**config.mk**
```make
export PLATFORM = sky130hd
export DESIGN_NAME = switch_debouncer
export DESIGN_NICKNAME = d
export VERILOG_FILES = /design/src/rtl/e155_pkg.sv /design/src/rtl/debounce_bit.sv /design/src/rtl/switch_debouncer.sv
export SDC_FILE = /design/constraint.sdc
export NUM_CORES = 1
export LEC_CHECK = 0
export CORE_ASPECT_RATIO = 0.8
export CORE_MARGIN = 2
export CORE_UTILIZATION = 45
export CTS_BUF_LIST = sky130_fd_sc_hd__clkbuf_2
export CTS_CLUSTER_SIZE = 10
export DETAILED_ROUTE_END_ITERATION = 10
export GPL_ROUTABILITY_DRIVEN = 0
export SETUP_SLACK_MARGIN = 0.02
export SLEW_MARGIN = 40
export SYNTH_ARGS = -nofsm -noshare
export SYNTH_HDL_FRONTEND = slang
export SYNTH_HIERARCHICAL = 1
export SYNTH_SLANG_ARGS = --single-unit
```
**constraint.sdc**
```tcl
create_clock -name clk -period 2.6 [get_ports clk]
set_clock_uncertainty 0.1 [all_clocks]
set_input_delay 0.52 -clock clk [delete_from_list [all_inputs] [get_ports clk]]
set_output_delay 0.52 -clock clk [all_outputs]
set_load 0.02 [all_outputs]
```
**src/rtl/e155_pkg.sv**
```systemverilog
`default_nettype none
// ============================================================================
// Module      : e155_pkg
// Description : Board-level constants shared by the E155 input/output logic.
//               Provides the system clock rate, the switch debounce interval,
//               and a helper that turns a millisecond interval into a clock
//               count.
// Revision    : 1.0 - initial release
// ============================================================================
package e155_pkg;

    localparam int CLK_HZ      = 48_000_000;
    localparam int DEBOUNCE_MS = 20;

    // Whole-millisecond interval to clocks. The rate is divided first so the
    // intermediate product stays inside 32 bits for long intervals.
    function automatic int ms_to_cycles(input int ms);
        return (CLK_HZ / 1000) * ms;
    endfunction

endpackage
`default_nettype wire

```
**src/rtl/debounce_bit.sv**
```systemverilog
`default_nettype none
// ============================================================================
// Module      : debounce_bit
// Description : Single-bit switch conditioner: 2-flop synchronizer followed
//               by a fixed-interval debouncer with rise/fall pulses.
// Ports       : clk       - system clock, all logic on posedge
//               reset     - synchronous active-high reset
//               i_raw     - asynchronous raw switch level
//               o_stable  - debounced level (registered)
//               o_rise    - 1-cycle pulse after o_stable goes 0->1
//               o_fall    - 1-cycle pulse after o_stable goes 1->0
//               o_accept  - combinational: a new level is taken on this edge
// Revision    : 1.0 - initial release
// ============================================================================
module debounce_bit #(
    parameter int DEBOUNCE_CYCLES = 960000
) (
    input  logic clk,
    input  logic reset,
    input  logic i_raw,
    output logic o_stable,
    output logic o_rise,
    output logic o_fall,
    output logic o_accept
);

    localparam int                  c_CNT_W    = $clog2(DEBOUNCE_CYCLES + 1);
    localparam logic [c_CNT_W-1:0]  c_CNT_LAST = c_CNT_W'(DEBOUNCE_CYCLES - 1);

    logic               r_sync1;
    logic               r_sync2;
    logic [c_CNT_W-1:0] r_cnt;
    logic               r_stable;
    logic               r_rise;
    logic               r_fall;

    logic               w_mismatch;
    logic               w_accept;

    assign w_mismatch = r_sync2 ^ r_stable;
    // Acceptance happens on the edge that would otherwise take the count to
    // DEBOUNCE_CYCLES, so the counter never exceeds DEBOUNCE_CYCLES-1.
    assign w_accept   = w_mismatch && (r_cnt == c_CNT_LAST);

    always_ff @(posedge clk) begin
        if (reset) begin
            r_sync1  <= 1'b0;
            r_sync2  <= 1'b0;
            r_cnt    <= '0;
            r_stable <= 1'b0;
            r_rise   <= 1'b0;
            r_fall   <= 1'b0;
        end else begin
            r_sync1 <= i_raw;
            r_sync2 <= r_sync1;
            // Pulses are registered alongside the level update, so they are
            // visible in the same cycle as the new o_stable value.
            r_rise  <= w_accept &  r_sync2;
            r_fall  <= w_accept & ~r_sync2;
            if (!w_mismatch) begin
                // Any return to the held level restarts the interval.
                r_cnt <= '0;
            end else if (w_accept) begin
                r_stable <= r_sync2;
                r_cnt    <= '0;
            end else begin
                r_cnt <= r_cnt + 1'b1;
            end
        end
    end

    assign o_stable = r_stable;
    assign o_rise   = r_rise;
    assign o_fall   = r_fall;
    assign o_accept = w_accept;

endmodule
`default_nettype wire

```
**src/rtl/switch_debouncer.sv**
```systemverilog
`default_nettype none
// ============================================================================
// Module      : switch_debouncer
// Description : Conditions WIDTH raw board switches/pushbuttons into clean
//               debounced levels with per-bit rise/fall pulses and a combined
//               change pulse.
// Ports       : clk        - system clock (48 MHz), all logic on posedge
//               reset      - synchronous active-high reset
//               s_raw      - asynchronous raw switch levels
//               s_stable   - debounced levels (registered)
//               s_rise     - per-bit 1-cycle pulse on 0->1 of s_stable
//               s_fall     - per-bit 1-cycle pulse on 1->0 of s_stable
//               any_change - OR of all rise/fall pulses, same cycle
// Revision    : 1.0 - initial release
// ============================================================================
module switch_debouncer
    import e155_pkg::*;
#(
    parameter int WIDTH           = 4,
    parameter int DEBOUNCE_CYCLES = ms_to_cycles(DEBOUNCE_MS)
) (
    input  logic             clk,
    input  logic             reset,
    input  logic [WIDTH-1:0] s_raw,
    output logic [WIDTH-1:0] s_stable,
    output logic [WIDTH-1:0] s_rise,
    output logic [WIDTH-1:0] s_fall,
    output logic             any_change
);

    logic [WIDTH-1:0] w_accept;
    logic             r_any_change;

    generate
        for (genvar i = 0; i < WIDTH; i++) begin : g_bit
            debounce_bit #(
                .DEBOUNCE_CYCLES (DEBOUNCE_CYCLES)
            ) u_debounce_bit (
                .clk      (clk),
                .reset    (reset),
                .i_raw    (s_raw[i]),
                .o_stable (s_stable[i]),
                .o_rise   (s_rise[i]),
                .o_fall   (s_fall[i]),
                .o_accept (w_accept[i])
            );
        end
    endgenerate

    // Built from the per-bit accept strobes rather than the registered
    // pulses so it lands in the same cycle as s_rise/s_fall.
    always_ff @(posedge clk) begin
        if (reset) begin
            r_any_change <= 1'b0;
        end else begin
            r_any_change <= |w_accept;
        end
    end

    assign any_change = r_any_change;

endmodule
`default_nettype wire

```
==> impl_metrics.py <==
metrics = {
    "place": {
        "detailedPlacementHpwl_microns": 6190,
        "placedCellCount": 629,
        "port_buffers": 18,
    },
    "clock_tree": {
        "cts.reportedPaths.clkPinSlew_ns": 0.24,
        "cts.root.buffer_cell": "sky130_fd_sc_hd__clkbuf_2",
        "cts.sinks": 101,
        "cts_tree": "done",
        "post_cts_setup_inserts": 0,
        "htree_num_levels": 3,
        "ctsResizeCount": 0,
        "cts_made_buffers": 9,
        "clk-insertion-delay-late_ns": 0.57,
        "quantity_of_hold_fixing_buffers_added_after_cts": 0,
        "cts.path.max_buffers": 2,
    },
    "power": {
        "power-per-cell-area_nw_per_um2": 498,
        "power_report.internal_total_w": 0.00189,
        "p_sw_w": 0.000519,
        "vdd_drop_max_v": 0.000256,
        "combinationalPowerShare": 0.016,
        "share_clk_of_total_power": 0.334,
        "power.share.sequential": 0.650,
        "swShare": 0.215,
        "total_leakage_power_nw": 1.35,
    },
    "global_routing": {
        "antenna_found_initial": 0,
        "grt_max_degree": 26,
        "groute.usage.overall": 0.171,
        "grt_pass1_wl_microns": 14700,
        "global_route.overflow_total": 0,
        "first_global_vias": 3250,
    },
    "timing": {
        "finalWorstPathRequiredPeriod_ns": 2.25,
        "timing.final.hold_violations": 0,
        "maxSlewViolCount": 0,
        "achievable-frequency_mhz": 444,
        "max-slew-margin-rel": 0.715,
        "fin_crit_sh": 0.867,
        "setup-violations-final": 0,
        "unrepaired_setup_endpoints_after_global_routing": "no",
        "max_slew.worst_pin.slew_ns": 0.426,
        "fin_setup_tns_ns": 0,
    },
    "floorplan": {
        "dieArea_sq_um": 10700,
        "die_width_microns": 115,
        "start_util": 0.461,
        "coreArea_sq_um": 9610,
        "fp.dieH_microns": 92.7,
        "placementRows": 32,
        "io_pins": 19,
    },
    "outcome": {
        "outcome": "finished, final reports clean",
    },
    "cells_and_area": {
        "fin_cells": 644,
        "synthToLayoutAreaGrowth_pct": 9.10,
        "post_route_cells_drive_above_1_share": 0.0648,
        "finalNetCount": 531,
        "antenna_cells_inserted": 0,
    },
    "critical_path": {
        "worst_path_class_setup": "reg -> out",
        "crit_path_max_fanout": 4,
        "kind_of_cell_adding_the_most_delay_to_the_critical_path": "buffers and inverters",
        "crit_path_cell_trace": "clkdlybuf4s50_1",
        "critical-path-max-stage-delay_ns": 0.63,
        "cp.arrival_ns": 1.63,
        "critical_path.n_buffers_inverters": 1,
        "cp-end-kind": "output pin",
        "critPathLaunchType": "flop",
        "cp.required_ns": 1.98,
        "cpMaxStageDelayCell": "sky130_fd_sc_hd__clkdlybuf4s50_1",
    },
    "yosys": {
        "ys_seq_area_frac": 0.456,
        "postSynthAreaPerCell_sq_um": 8.88,
        "synth_cell_types": 29,
        "ys_seq_elements": 101,
        "synthesis.nets": 509,
        "yosys_warnings": 6,
        "synth.cell_area_sq_um": 4430,
        "netlist_instances": 499,
    },
    "run": {
        "cap_violations": 0,
    },
    "detailed_routing": {
        "post-route-drc-count": 0,
        "ant_nets": 0,
        "ratio_of_routed_vias_to_standard_cells": 5.47,
        "wl_per_cell_microns": 13.4,
        "detailed_routing_iteration_count_for_the_pre_antenna_repair_pass": 4,
        "drtIter0Drc": 278,
        "via_count": 3522,
        "routed_wl_microns": 8620,
    },
    "hold_path": {
        "hold_crit_class": "reg -> reg",
    },
}
==> per-layer routing <==
layer | track usage | vias to the layer above | wire (microns)
met5 | 0 | - | 0
met1 | 0.229 | 1646 | 4500
li1 | - | 1827 | -
met3 | 0.0412 | 9 | 243
met2 | 0.270 | 40 | 3770
met4 | 0.0582 | 0 | 109
==> layout by cell type, fill, tap and decap left out, types with 10 or more instances in the layout <==
cell and count:
sky130_fd_sc_hd__o21ai_0 20, sky130_fd_sc_hd__xnor2_1 44, sky130_fd_sc_hd__dfxtp_1 101, sky130_fd_sc_hd__a21oi_1 24, sky130_fd_sc_hd__nand2_1 24, sky130_fd_sc_hd__and3_1 12, sky130_fd_sc_hd__nand3_1 32, sky130_fd_sc_hd__nand4_1 16
sky130_fd_sc_hd__clkdlybuf4s50_1 18, sky130_fd_sc_hd__inv_1 24, sky130_fd_sc_hd__nor3_1 20, sky130_fd_sc_hd__clkbuf_2 10, sky130_fd_sc_hd__nor2_1 65, sky130_fd_sc_hd__or3_1 20, sky130_fd_sc_hd__nor4_1 17
==> kinds of logic after synthesis <==
family                     count (synthesis)  synth area share
DFF                                      101             0.456
and+or+nand+nor                          250             0.310
xor gates and xnor gates                  52             0.103
AOI/OAI and AO/OA                         60            0.0859
buffers and inverters                     32            0.0339
adders and majority gates                  4            0.0113
==> sequential cells by signal, summed over array words and instances (netlist names) <==
name / count
g_bit.u_debounce_bit/o_stable: 4
g_bit.u_debounce_bit/r_sync2: 4
g_bit.u_debounce_bit/o_rise: 4
g_bit.u_debounce_bit/r_cnt: 80
g_bit.u_debounce_bit/o_fall: 4
any_change: 1
g_bit.u_debounce_bit/r_sync1: 4
==> power groups by stage <==
| stage | clock, W | combinational [W] | sequential (W) |
|---|---|---|---|
| 2_1_floorplan | 0 | 0.0000227 | 0.00159 |
| 3_3_place_gp | 0 | 0.0000388 | 0.00159 |
| 3_5_place_dp | 0 | 0.0000391 | 0.00159 |
| 4_1_cts | 0.000840 | 0.0000393 | 0.00157 |
| 5_1_grt | 0.000903 | 0.0000432 | 0.00157 |
| 6_report | 0.000804 | 0.0000382 | 0.00157 |
==> cell usage after synthesis (all sizes together) <==
cell type | instances | area, sq um
o21ai | 24 | 165
ha | 4 | 50.1
buf | 4 | 45.0
nand4b | 4 | 35.0
nand4 | 16 | 100
or2 | 4 | 25.0
inv | 24 | 90.1
or4 | 12 | 105
xnor2 | 44 | 385
a211o | 4 | 35.0
and3 | 16 | 105
nor2b | 8 | 50.1
nor3 | 20 | 100
or4b | 4 | 55.1
nor4 | 17 | 106
a21oi | 24 | 120
dfxtp | 101 | 2020
or3 | 20 | 125
xor2 | 8 | 70.1
nor4b | 4 | 35.0
nor2 | 65 | 244
clkbuf | 4 | 15.0
and4 | 4 | 35.0
nand3 | 32 | 160
o31ai | 8 | 60.1
nand2 | 24 | 90.1
==> through the flow <==
step	setup WS, ns	instance area (sq um)	power [W]	hold WS (ns)	utilization
floorplan	0.578	4430	0.00162	0.314	-
detailed placement	0.442	4710	0.00163	0.341	0.490
finish	0.345	4830	0.00241	0.368	0.503
global route	0.227	4830	0.00252	0.302	0.503
global placement	0.461	4710	0.00163	0.317	0.490
CTS	0.284	4830	0.00245	0.321	0.503
==> final timing paths <==
kind | from | endpoint | slack (ns) | depth (start not counted)
setup / recovery | g_bit[1].u_debounce_bit/o_stable | s_stable[1] | 0.35 | 1
hold / removal | g_bit[0].u_debounce_bit/r_sync1 | g_bit[0].u_debounce_bit/r_sync2 | 0.37 | 1
setup reg to reg | g_bit[3].u_debounce_bit/r_cnt[14] | g_bit[3].u_debounce_bit/r_cnt[14] | 0.43 | 4
hold reg to reg | g_bit[0].u_debounce_bit/r_sync1 | g_bit[0].u_debounce_bit/r_sync2 | 0.37 | 1
==> worst reg2reg max path, stage by stage (launching register included) <==
cell and delay (ns):
sky130_fd_sc_hd__dfxtp_1 0.39, sky130_fd_sc_hd__or4b_4 0.54, sky130_fd_sc_hd__or4_4 0.56, sky130_fd_sc_hd__o21ai_4 0.38
sky130_fd_sc_hd__nor2_1 0.10
==> cell type report <==
cell class / count / area (sq um)
clock buffers: 10 / 50.0
clock inverters: 5 / 76.3
fillers: 946 / 4780
inverters: 24 / 90.1
multi-input cells: 366 / 2260
flip-flops and latches: 101 / 2020
well taps: 119 / 149
repair buffers: 19 / 188
Note: power is estimated with default switching activity, not from simulation.
